==> src/rtl/cpu_pkg.sv <==
// Shared definitions for the memory arbiter: FSM encoding, starvation default
// and the saturating-increment helper used by the optional perf counter.
package cpu_pkg;

   localparam logic [1:0] ST_IDLE    = 2'd0;
   localparam logic [1:0] ST_WAIT_IF = 2'd1;
   localparam logic [1:0] ST_WAIT_D  = 2'd2;
   localparam logic [1:0] ST_RESP    = 2'd3;

   localparam int STARVE_LIMIT_DEF = 3;

   typedef enum logic [1:0] {
      IDLE    = ST_IDLE,
      WAIT_IF = ST_WAIT_IF,
      WAIT_D  = ST_WAIT_D,
      RESP    = ST_RESP
   } arb_state_e;

   function automatic logic [15:0] sat_inc16(input logic [15:0] value);
      return (value == 16'hFFFF) ? value : value + 16'd1;
   endfunction

endpackage

==> src/rtl/mem_arb_perf.sv <==
// Saturating 16-bit count of IDLE cycles in which fetch and data both request.
module mem_arb_perf
   import cpu_pkg::*;
(
   input  logic        clk,
   input  logic        rst,
   input  logic        inc,
   output logic [15:0] cnt
);

   logic [15:0] cnt_r;

   // Conflict counter, held at 16'hFFFF once it saturates.
   always_ff @(posedge clk or negedge rst) begin
      if (!rst) begin
         cnt_r <= 16'd0;
      end else if (inc) begin
         cnt_r <= sat_inc16(cnt_r);
      end
   end

   assign cnt = cnt_r;

endmodule

==> src/rtl/mem_arbiter.sv <==
// Fetch/data arbiter in front of a single shared memory port, with fetch
// starvation protection. Define MEM_ARB_PERF_EN to add the conflict_cnt output.
module mem_arbiter
   import cpu_pkg::*;
#(
   parameter int WIDTH        = 32,
   parameter int STARVE_LIMIT = STARVE_LIMIT_DEF
) (
   input  logic             clk,
   input  logic             rst,
   input  logic             if_req,
   input  logic [WIDTH-1:0] if_addr,
   input  logic             d_req,
   input  logic             d_we,
   input  logic [WIDTH-1:0] d_addr,
   input  logic [WIDTH-1:0] d_wdata,
   output logic             if_valid,
   output logic [WIDTH-1:0] if_rdata,
   output logic             d_valid,
   output logic [WIDTH-1:0] d_rdata,
   output logic             if_stall,
   output logic             d_stall,
   output logic             mem_req,
   output logic             mem_we,
   output logic [WIDTH-1:0] mem_addr,
   output logic [WIDTH-1:0] mem_wdata,
   input  logic             mem_ready,
   input  logic [WIDTH-1:0] mem_rdata
`ifdef MEM_ARB_PERF_EN
   ,
   output logic [15:0]      conflict_cnt
`endif
);

   localparam int CNT_W = (STARVE_LIMIT < 1) ? 1 : $clog2(STARVE_LIMIT + 1);
   localparam logic [CNT_W-1:0] LIMIT_C = CNT_W'(STARVE_LIMIT);

   arb_state_e       state_r;
   logic [CNT_W-1:0] starve_cnt_r;
   logic [WIDTH-1:0] cap_addr_r;
   logic [WIDTH-1:0] cap_wdata_r;
   logic             cap_we_r;
   logic             mem_req_r;
   logic             if_valid_r;
   logic             d_valid_r;
   logic [WIDTH-1:0] if_rdata_r;
   logic [WIDTH-1:0] d_rdata_r;

   logic             data_grant_s;
   logic             fetch_grant_s;

   // Data normally wins a tie; a fetch that has waited STARVE_LIMIT data grants goes first.
   assign data_grant_s  = d_req && !(if_req && (starve_cnt_r == LIMIT_C));
   assign fetch_grant_s = if_req && !data_grant_s;

   // Arbitration FSM; every output it owns is a register.
   always_ff @(posedge clk or negedge rst) begin
      if (!rst) begin
         state_r      <= IDLE;
         starve_cnt_r <= {CNT_W{1'b0}};
         cap_addr_r   <= {WIDTH{1'b0}};
         cap_wdata_r  <= {WIDTH{1'b0}};
         cap_we_r     <= 1'b0;
         mem_req_r    <= 1'b0;
         if_valid_r   <= 1'b0;
         d_valid_r    <= 1'b0;
         if_rdata_r   <= {WIDTH{1'b0}};
         d_rdata_r    <= {WIDTH{1'b0}};
      end else begin
         case (state_r)
            IDLE: begin
               if_valid_r <= 1'b0;
               d_valid_r  <= 1'b0;
               if (data_grant_s) begin
                  cap_addr_r  <= d_addr;
                  cap_we_r    <= d_we;
                  cap_wdata_r <= d_wdata;
                  mem_req_r   <= 1'b1;
                  state_r     <= WAIT_D;
                  if (if_req && (starve_cnt_r != LIMIT_C)) begin
                     starve_cnt_r <= starve_cnt_r + CNT_W'(1);
                  end
               end else if (fetch_grant_s) begin
                  cap_addr_r   <= if_addr;
                  cap_we_r     <= 1'b0;
                  mem_req_r    <= 1'b1;
                  starve_cnt_r <= {CNT_W{1'b0}};
                  state_r      <= WAIT_IF;
               end
            end
            WAIT_IF: begin
               if (mem_ready) begin
                  if_rdata_r <= mem_rdata;
                  if_valid_r <= 1'b1;
                  mem_req_r  <= 1'b0;
                  state_r    <= RESP;
               end
            end
            WAIT_D: begin
               if (mem_ready) begin
                  // Stores complete with a pulse but leave d_rdata untouched.
                  if (!cap_we_r) begin
                     d_rdata_r <= mem_rdata;
                  end
                  d_valid_r <= 1'b1;
                  mem_req_r <= 1'b0;
                  state_r   <= RESP;
               end
            end
            RESP: begin
               if_valid_r <= 1'b0;
               d_valid_r  <= 1'b0;
               state_r    <= IDLE;
            end
            default: begin
               mem_req_r  <= 1'b0;
               if_valid_r <= 1'b0;
               d_valid_r  <= 1'b0;
               state_r    <= IDLE;
            end
         endcase
      end
   end

   assign mem_req   = mem_req_r;
   assign mem_we    = cap_we_r;
   assign mem_addr  = cap_addr_r;
   assign mem_wdata = cap_wdata_r;
   assign if_valid  = if_valid_r;
   assign d_valid   = d_valid_r;
   assign if_rdata  = if_rdata_r;
   assign d_rdata   = d_rdata_r;
   assign if_stall  = if_req & ~if_valid_r;
   assign d_stall   = d_req & ~d_valid_r;

`ifdef MEM_ARB_PERF_EN
   logic conflict_s;

   assign conflict_s = (state_r == IDLE) && if_req && d_req;

   mem_arb_perf u_perf (
      .clk (clk),
      .rst (rst),
      .inc (conflict_s),
      .cnt (conflict_cnt)
   );
`endif

endmodule

==> config.mk <==
export PLATFORM = sky130hd
export DESIGN_NAME = mem_arbiter
export DESIGN_NICKNAME = d
export VERILOG_FILES = /design/src/rtl/cpu_pkg.sv /design/src/rtl/mem_arb_perf.sv /design/src/rtl/mem_arbiter.sv
export SDC_FILE = /design/constraint.sdc
export NUM_CORES = 1
export LEC_CHECK = 0
export ABC_AREA = 1
export BUFFER_PORTS_ARGS = -buffer_cell sky130_fd_sc_hd__clkbuf_2
export CAP_MARGIN = 20
export CORE_UTILIZATION = 30
export CTS_CLUSTER_SIZE = 16
export DETAILED_ROUTE_END_ITERATION = 12
export SETUP_SLACK_MARGIN = 0.05
export SYNTH_ARGS = -nofsm -noshare
export SYNTH_HDL_FRONTEND = slang
export SYNTH_HIERARCHICAL = 1
export SYNTH_SLANG_ARGS = --single-unit
==> constraint.sdc <==
create_clock -name clk -period 2 [get_ports clk]
set_clock_uncertainty 0.1 [all_clocks]
set_input_delay 0.5 -clock clk [delete_from_list [all_inputs] [get_ports clk]]
set_output_delay 0.5 -clock clk [all_outputs]
set_load 0.01 [all_outputs]
==> metrics.md <==
| Metric | Value |
|---|---|
| Status | completed |
| Total negative slack | 0 ps |
| Commonest cells after routing, fill and taps aside | clkbuf_2, nand2_1, dfrtp_1, o21ai_0, inv_1 |
| Lkg Pwr | 4.68 nW |
| Syn Std Cell Area | 5890 um^2 |
| Largest net degree at the start of global routing | 65 |
| Nets | ~1.1k |
| Final Hold Viols | 0 |
| Core area | 19000 um^2 |
| Max Buffers Root-to-Sink | 2 |
| Root Driver | clkbuf_16 |
| Initial Utilization | 0.311 |
| WHS | 182 ps |
| Die Span Y | approximately 140 um |
| Most area-hungry cell type in the Yosys netlist | dfrtp_1 |
| Worst slew pin tran | between 300 and 400 ps |
| CP Max Fanout | 13 |
| CTS tree | done |
| CTS Buf Count | 17 |
| Yosys top cell area share | 0.578 |
| Slew Limit Fails | 0 |
| #FFs+latches synth | 136 |
| Syn Area/Cell | 8.53 um^2 |
| Peak supply drop | 0.632 mV |
| Final routed DRC violation total | 0 |
| Sequential area share after synthesis | 0.578 |
| # clock sinks | 136 |
| Drt total wl | 16900 um |
| First-pass GRT wire length | 26600 um |
| Vias in the first global route | just over 5k |
| Maxcap violations | 0 |
| Final Wtd Congestion | 0.758 |
| Reg2Reg Setup Slack | 300 ps |
| Pwr dens | 1550 nW/um^2 |
| Worst path required time | between 1000 and 1500 ps |
| Die Wd | 142 um |
| Share of cells above drive strength 1 | 0.334 |
| Total GRT Usage | 0.171 |
| Synth cell types | 20 |
| Post-synthesis cell count | 690 |
| Area growth from synthesis to layout | 39.2% |
| Cts repair resizes | 0 |
| CP arrival | between 1000 and 1500 ps |
| Fin crit share | 0.860 |
| # fillers | 1911 |
| Final setup violation count | 0 |
| Congestion Overflow GR | 0 |
| H-Tree Depth | 4 |
| Starting DRT DRC Count | around 220 |
| Pre-antenna DRT Iters | 4 |
| Initial antenna violation count | 0 |
| I/O pins | around 270 |
| Vias per cell | between 4 and 5 |
| Placed Cells | 1196 |
| Post-DRT Antenna Nets | 0 |
| Unrepaired setup endpoints after global routing | no |
| Tmin final | 1720 ps |
| Finished Layout Cells | 1229 |
| Number of diodes | 0 |
| Die area | 20200 um^2 |
| CP Capture Type | output port |
| Max Freq | between 500 and 600 MHz |
| Final core occ | 0.432 |
| Slew HR | 0.744 |
| YS warnings | 6 |
| Post-CTS Setup Inserts | 0 |
| Via count | 5332 |
| PortBufs | 267 |
| CP Launch Type | input pin |
| WS Path Type | input pin to output port |
| Syn nets | 830 |
| Hold_buf cts | 1 |
| Commonest non-fill, non-tap cell in the layout | clkbuf_2 |
| Row cnt | 50 |
| Clk_lat worst skew | 410 ps |
| Post-DP HPWL | 11800 um |
| WL/cell | around 14 um |
| Hold Path Class | input pin to register |
| Worst-path clk slew | 60 ps |
| Top post-synthesis cells by area | dfrtp_1, nand2_1, o21ai_0 |
## synth_stat cells
cell,n
nor2_4,1
nor2_2,2
o21ai_1,2
nand4_1,1
nand2_1,254
buf_4,1
ha_1,6
a21oi_1,1
inv_1,76
inv_2,2
buf_6,3
buf_2,11
or2_2,1
nand3b_1,32
clkbuf_1,23
dfrtp_1,136
o21ai_0,98
nand2_2,2
nor2_1,4
nand3_1,34
## flip-flops by register name, indices dropped and copies added, names as in the netlist
| name | cells |
|---|---|
| if_valid | 1 |
| mem_wdata | 32 |
| starve_cnt_r | 2 |
| d_valid | 1 |
| d_rdata | 32 |
| state_r | 2 |
| mem_we | 1 |
| mem_req | 1 |
| mem_addr | 32 |
| if_rdata | 32 |
## worst max-delay path, cell delays in order
cell	delay (ps)
clkbuf_2	310
inv_1	70
nor2_1	90
clkbuf_2	140
## metal layers
layer / share of wire / track usage
met1: 0.44 / 0.210
met4: 0.023 / 0.0651
met3: 0.068 / 0.0589
met2: 0.47 / 0.276
met5: 0 / 0
## report_power, final
group          internal (mW)  leakage [nW]  switching (mW)
registers               4.05          1.69           0.699
clock network           1.85         0.267            1.26
logic                   1.92          2.72            2.89
total                   7.81          4.68            4.85
## layout make-up
type	count	area, um^2	share of cell area
sequential	136	3400	0.415
multi-input combinational	438	2010	0.246
timing repair buffer	285	1580	0.193
inverter	78	293	0.0357
clock inverter	13	146	0.0179
tap	260	325	0.0397
clock buffer	19	433	0.0528
## final timing paths
| path | from | cells after the start | to |
|---|---|---|---|
| worst max-delay path | d_req | 4 | d_stall |
| worst min-delay path | d_wdata[23] | 3 | mem_wdata[23] |
| worst max register to register | state_r[0] | 8 | mem_addr[28] |
| worst min register to register | mem_addr[1] | 2 | mem_addr[1] |
| max in group asynchronous | rst | 3 | mem_wdata[7] |
| min in group asynchronous | rst | 2 | mem_addr[24] |
## per-stage QoR
stage / worst slack (ps) / total power, mW / instance area [um^2]
detailed placement: 215 / 9.67 / 7600
floorplan: 232 / 7.36 / 5890
global placement: 252 / 9.58 / 7600
finish: 281 / 12.7 / 8190
CTS: 255 / 12.9 / 8190
global route: 156 / 13.7 / 8190
## cells by family (layout without fill, tap and decap cells)
group / after synthesis / after routing / synth area share
AO/OA/AOI/OAI: 101 / 101 / 0.0859
buffers and inverters: 116 / 395 / 0.0808
flip-flops: 136 / 136 / 0.578
AND/OR/NAND/NOR: 331 / 331 / 0.243
adder cells (fa/ha/maj): 6 / 6 / 0.0128
Note: power is estimated with default switching activity, not from simulation.
